`src/rtl/if_stage_pkg.sv`:
```
// Shared RV32I core header: datapath width, reset PC, bubble encoding and major opcodes.
// Also holds the fetch-stage FSM encoding and redirect-target alignment helper.
package if_stage_pkg;

    localparam int          XLEN     = 32;
    localparam logic [31:0] RESET_PC = 32'h0000_0000;
    localparam logic [31:0] NOP      = 32'h0000_0013;

    localparam logic [6:0] OP_LUI    = 7'b0110111;
    localparam logic [6:0] OP_AUIPC  = 7'b0010111;
    localparam logic [6:0] OP_JAL    = 7'b1101111;
    localparam logic [6:0] OP_JALR   = 7'b1100111;
    localparam logic [6:0] OP_BRANCH = 7'b1100011;
    localparam logic [6:0] OP_LOAD   = 7'b0000011;
    localparam logic [6:0] OP_STORE  = 7'b0100011;
    localparam logic [6:0] OP_IMM    = 7'b0010011;
    localparam logic [6:0] OP_REG    = 7'b0110011;
    localparam logic [6:0] OP_SYSTEM = 7'b1110011;

    typedef enum logic {
        RUN  = 1'b0,
        HALT = 1'b1
    } fetch_state_t;

    // JALR clears bit 0 only; bit 1 is passed through, misalignment is not trapped here.
    function automatic logic [XLEN-1:0] align_target(input logic [XLEN-1:0] target);
        return {target[XLEN-1:1], 1'b0};
    endfunction

endpackage

```
`src/rtl/if_stage_pc.sv`:
```
// Program counter register: load has priority over hold, otherwise advances by 4.
// Updates on every rising edge; hold freezes the value, wrapping is modulo 2^XLEN.
module if_stage_pc
    import if_stage_pkg::*;
#(
    parameter int          W        = XLEN,
    parameter logic [W-1:0] RST_VAL = RESET_PC
) (
    input  logic         clk,
    input  logic         reset,
    input  logic         hold,
    input  logic         load,
    input  logic [W-1:0] target,
    output logic [W-1:0] pc
);

    always_ff @(posedge clk) begin
        if (reset) begin
            pc <= RST_VAL;
        end else if (load) begin
            pc <= target;
        end else if (!hold) begin
            pc <= pc + W'(4);
        end
    end

endmodule

```
`src/rtl/if_stage.sv`:
```
// Instruction fetch: PC, async imem address, IF/ID register, sticky halt and flush counter.
// Fetch-to-decode latency 1 cycle; stall holds PC and IF/ID, redirect bubbles IF/ID.
module if_stage
    import if_stage_pkg::*;
(
    input  logic            clk,
    input  logic            reset,
    output logic [XLEN-1:0] imem_addr,
    input  logic [31:0]     imem_dout,
    input  logic            stall,
    input  logic            redirect,
    input  logic [XLEN-1:0] redirect_target,
    input  logic            halt,
    output logic [XLEN-1:0] if_id_pc,
    output logic [31:0]     if_id_inst,
    output logic            if_id_valid,
    output logic            halted,
    output logic [31:0]     flush_count
);

    fetch_state_t    state, state_next;
    logic            freeze;
    logic            take_redirect;
    logic [XLEN-1:0] pc;

    always_ff @(posedge clk) begin
        if (reset) begin
            state <= RUN;
        end else begin
            state <= state_next;
        end
    end

    // halt is acted on in the same edge it is sampled, so a coincident redirect is dropped.
    always_comb begin
        state_next    = state;
        halted        = 1'b0;
        freeze        = 1'b0;
        take_redirect = 1'b0;
        case (state)
            RUN: begin
                if (halt) begin
                    state_next = HALT;
                    freeze     = 1'b1;
                end else begin
                    take_redirect = redirect;
                end
            end
            HALT: begin
                halted = 1'b1;
                freeze = 1'b1;
            end
            default: state_next = RUN;
        endcase
    end

    if_stage_pc #(
        .W       (XLEN),
        .RST_VAL (RESET_PC)
    ) u_pc (
        .clk    (clk),
        .reset  (reset),
        .hold   (freeze || stall),
        .load   (take_redirect),
        .target (align_target(redirect_target)),
        .pc     (pc)
    );

    assign imem_addr = pc;

    always_ff @(posedge clk) begin
        if (reset) begin
            if_id_pc    <= '0;
            if_id_inst  <= NOP;
            if_id_valid <= 1'b0;
            flush_count <= '0;
        end else if (freeze) begin
            if_id_inst  <= NOP;
            if_id_valid <= 1'b0;
        end else if (take_redirect) begin
            if_id_inst  <= NOP;
            if_id_valid <= 1'b0;
            flush_count <= flush_count + 32'd1;
        end else if (!stall) begin
            if_id_pc    <= pc;
            if_id_inst  <= imem_dout;
            if_id_valid <= 1'b1;
        end
    end

endmodule

```
`config.mk`:
```
export PLATFORM = sky130hd
export DESIGN_NAME = if_stage
export DESIGN_NICKNAME = d
export VERILOG_FILES = /design/src/rtl/if_stage_pkg.sv /design/src/rtl/if_stage_pc.sv /design/src/rtl/if_stage.sv
export SDC_FILE = /design/constraint.sdc
export NUM_CORES = 1
export LEC_CHECK = 0
export ABC_AREA = 1
export BUFFER_PORTS_ARGS = -buffer_cell sky130_fd_sc_hd__buf_2
export CORE_AREA = 2 2 126 128
export CTS_CLUSTER_DIAMETER = 40
export DETAILED_ROUTE_END_ITERATION = 7
export DIE_AREA = 0 0 128 130
export PLACE_DENSITY_LB_ADDON = 0.05
export SLEW_MARGIN = 20
export SYNTH_ARGS = -nofsm -noshare
export SYNTH_HDL_FRONTEND = slang
export SYNTH_SLANG_ARGS = --single-unit
```
`constraint.sdc`:
```
create_clock -name clk -period 1.95 [get_ports clk]
set_clock_uncertainty 0.15 [all_clocks]
set_input_delay 0.195 -clock clk [delete_from_list [all_inputs] [get_ports clk]]
set_output_delay 0.195 -clock clk [all_outputs]
set_load 0.01 [all_outputs]
```
**Word level (Yosys, flattened, before mapping)**

Cells that the tools add are included.
Widths: inputs -> output; s select.

- Bits of input ports: 69
- Output and inout port bits: 130
- Register bits after elaboration: 130

- Eq/ne operators: 1
- Add/sub/neg operators: 2
- Bitwise logic cells: 4
- Reduce and logical (&&, ||, !) cells: 5
- Mux-type cells: 8

Operator list:

| kind | number |
|---|---|
| $mux 32 | 2 |
| $add 32x1->32 const B | 1 |
| $add 32x3->32 const B | 1 |
| $mux 1 | 5 |
| $not 1->1 | 4 |
| $reduce_and 3->1 | 1 |
| $reduce_or 3->1 | 1 |
| $ne 2x2->1 const B | 1 |
| $pmux 1 s2 | 1 |
| $reduce_and 2->1 | 1 |
| $reduce_or 2->1 | 1 |
| $logic_or 1x1->1 | 1 |

**Longest topological paths before layout**

- Depth after elaboration: 5
- Mapped depth: 11
- Gate-level depth less buffers: 11

**Hierarchy**

Synthesis repeated with hierarchy kept, for this count alone.

- Cell total of the unflattened synthesis: 951
- Area total of the unflattened synthesis: 6,419.9 µm²

By module, submodules not included:

| module | cells each | area each (µm²) | seq. area each (µm²) | instances |
|---|---|---|---|---|
| if_stage | 578 | 4,147.7 | 1,961.9 | 1 |
| if_stage_pc | 373 | 2,272.2 | 640.6 | 1 |

**Worst setup path after synthesis**

No wires, ideal clock.

- Path kind: reg-to-reg
- From: register flush_count[0]
- To: register flush_count[18]
- Setup time: 113 ps
- Data required time: 1,687 ps
- Path slack: 190 ps
- Stages on the path, launching flop included: 11
- Buffers on the path: 0
- Clock period less this slack: 1,760 ps
- Arrival: 1,497 ps
- Cell sequence: dfxtp_1 ha_1 nand3_1 nor2_4 nand2_2 nor2_4 nand2_1 nor2_1 nand2_1 nand2_1 nor2_1

- Cells in the longest elaborated chain, start to end: 1

Ends and longest elaborated chain:

| item | RTL line | RTL |
|---|---|---|
| from (decl) | if_stage.sv:18 | `output logic [31:0] flush_count` |
| from (signal assigned) | if_stage.sv:83 | `flush_count <= flush_count + 32'd1;` |
| $add 32x1->32 | if_stage.sv:83 |  |

Every way passes these cells.
A chain may end at the register's enable or synchronous reset.

**Worst setup path after layout**

- From: input port halt
- To: register u_pc.pc[8]

- Cells in the longest elaborated chain, start to end: 4
- Elaborated cells on any way between the ends: 7
- Those cells by class: eq/ne: 1; mux: 5; reduce/logical: 1

Ends and longest elaborated chain:

| item | RTL line | RTL |
|---|---|---|
| from (decl) | if_stage.sv:13 | `input logic halt,` |
| $mux 1 | if_stage.sv:42 | `if (halt) begin` |
| $pmux 1 s2 | if_stage.sv:40 | `case (state)` |
| $logic_or 1x1->1 | if_stage.sv:63 | `.hold (freeze \|\| stall),` |
| $ne 2x2->1 (no source line) | -- |  |
| to (signal assigned) | if_stage_pc.sv:21 | `pc <= target;` |
| to (signal assigned) | if_stage_pc.sv:23 | `pc <= pc + W'(4);` |
| to (decl) | if_stage_pc.sv:14 | `output logic [W-1:0] pc` |

Several ways; a longest one is shown, not always the timed one.

==> results.ini <==
[outcome]
outcome=completed

[synthesis]
yosys.area.top_type_share_pct=41.60
syn-instance-count=938
synth-seq-cells=128
synth.largest_area_cell=dfxtp_1
netlist_top_cells_area=dfxtp_1, nand2_1, nor2_1
synth_cell_types=35
yosys_warnings=0
avgSynthCellArea_um2=6.567
yosysSeqAreaShare_pct=41.60
synth_area_um2=6160

[global_routing]
antenna_found_initial=0
gr-total-overflow=0
grt_first_pass_wirelength_um=31330
grt_pass1_vias=6128
grt.total_usage_pct=24.00
grt_start_max_net_pins=45

[critical_path]
worst-path-max-fanout=11
critPathMaxStageDelay_ps=530
end_kind=flop
worstPathRequired_ps=2140
critical_path.cell_chain=dlygate4sd3_1 > buf_2 > nor2_4 > nand2_4 > buf_4 > inv_2 > nor2_4 > buf_4 > nand2_1 > a41oi_1
critPathBufInv=5
cp.arrival_ps=2030
critPathTopFamily=buffers and inverters
cp-start-kind=input port
path_class=input port to flop
crit_slowest_cell=dlygate4sd3_1

[place]
hpwl_um=14250
post-place-ws_ps=160.3
placed_cell_area_um2=7475
io_buffers=195
routabilityCongestion=0.8976

[clocking]
clk_latency_ps=420
cts_buffers=17
clockBufferDepth=2
clock_sinks=128
htree_levels=4
root_buffer=clkbuf_16
clk_pin_slew_ps=60
cts_tree=done

[routing]
wire_per_inst_um=14.38
via_per_inst=4.850
drc=0
routed_wl_um=20480
drtIter0Drc=430
vias=6907
ant_nets=0
first_pass_iters=4

[die]
start_util_pct=39.93
dieArea_um2=16640
fp-row-count=46
die-width_um=128
io_pins=199
core_um2=15420
die_height_um=130

[timing]
tightest_slew_ps=608.1
holdWs_ps=52.76
setup_violations=0
fin_crit_sh_pct=94.32
rsz0062_at_grt=yes
max_slew_margin_pct=59.40
fin_ws_ps=110.7
fmax_ghz=0.5437
finalHoldViolCount=0
finalMaxSlewViolations=0
fin_crit_ps=1839

[final_layout]
final_cell_mix=nand2_1, buf_2, nor2_1, dfxtp_1, inv_1
drive_gt1_share_pct=23.62
final_common_cell=nand2_1
stdcell_area_um2=8811
diodes=0
area_growth_pct=43.04
fin_nets=1290
fill_cells=1541

[job]
drv_cap=0

[pwr]
power.density_nw_per_um2=764.7
ir_worst_vdd_mv=0.6402
leakage_nw=3.927

[hold_path]
hp-class=input port to flop

[logic make-up after synthesis]
kind of cell | synth area share [%]
buffers and inverters | 7.922
adders and majority gates | 0.4062
and+or+nand+nor | 36.60
AOI/OAI and AO/OA | 12.41
xor gates and xnor gates | 0.9953
DFF | 41.60
other | 0.06088
[final timing paths]
kind,from,endpoint,slack (ps),cells after the start
setup / recovery,halt,u_pc.pc[8],110,10
hold / removal,redirect_target[7],u_pc.pc[7],50,5
hold reg to reg,if_id_pc[10],if_id_pc[10],310,2
setup reg to reg,u_pc.pc[9],u_pc.pc[25],140,9
[registers in the layout, summed over array words and instances (netlist names)]
register / flops
flush_count: 32
if_id_inst: 32
if_id_pc: 31
u_pc.pc: 31
if_id_valid: 1
state: 1
[per-layer routing]
layer | part of all wire, % | global-route usage (%) | wire (um)
met2 | 44 | 36.30 | 9080
met4 | 1.2 | 6.012 | 251
met1 | 47 | 33.19 | 9656
met3 | 7.3 | 7.872 | 1487
met5 | 0 | 0 | 0
[cells in the mapped netlist, drive strengths merged]
cell type,instances
a211oi,11
a21oi,72
a22oi,3
a31oi,6
a41oi,3
and2,2
buf,15
clkbuf,23
conb,1
dfxtp,128
ha,2
inv,80
nand2,315
nand3,53
nand3b,6
nand4,11
nor2,150
nor3,6
o2111ai,1
o211a,1
o211ai,2
o21ai,39
o22ai,1
xnor2,1
xor2,6
[worst reg2reg max path, delay by kind of cell, from the launching register on]
kind	cells	cell delay [ps]
and+or+nand+nor	8	1050
AOI/OAI and AO/OA	1	50
DFF	1	450
[stage by stage]
| stage | util (%) | total power, mW | TNS [ps] | cells |
|---|---|---|---|---|
| floorplan | - | 3.070 | 0 | 939 |
| global placement | 48.46 | 3.322 | 0 | 1322 |
| detailed placement | 48.46 | 3.323 | 0 | 1322 |
| CTS | 56.79 | 6.794 | 0 | 1420 |
| global route | 57.12 | 7.000 | -1.261 | 1424 |
| finish | 57.12 | 6.738 | 0 | 1424 |
[report_power, final]
group	internal, mW	switching [mW]	total, mW	leakage [nW]
Sequential	2.68	0.0585	2.74	1.04
Combinational	0.290	0.343	0.633	2.59
Clock	2.12	1.25	3.36	0.299
Total	5.09	1.65	6.74	3.93
[area by class of cell]
cell class,count,area [um^2],area share (%)
multi-input cells,693,3131,35.53
flip-flops and latches,128,2562,29.08
repair buffers,299,1951,22.14
clock buffers,20,466.7,5.297
inverters,80,302.8,3.437
well taps,192,240.2,2.726
clock inverters,12,157.7,1.789
[repair_timing]
item                                    CTS  global route
hold endpoints to repair                 63             0
gates resized for setup                   0             8
endpoints found under the setup margin    0            16
hold buffers                             66             0
buffers inserted                          0             4
No activity file was read; power rests on OpenSTA's default activity.
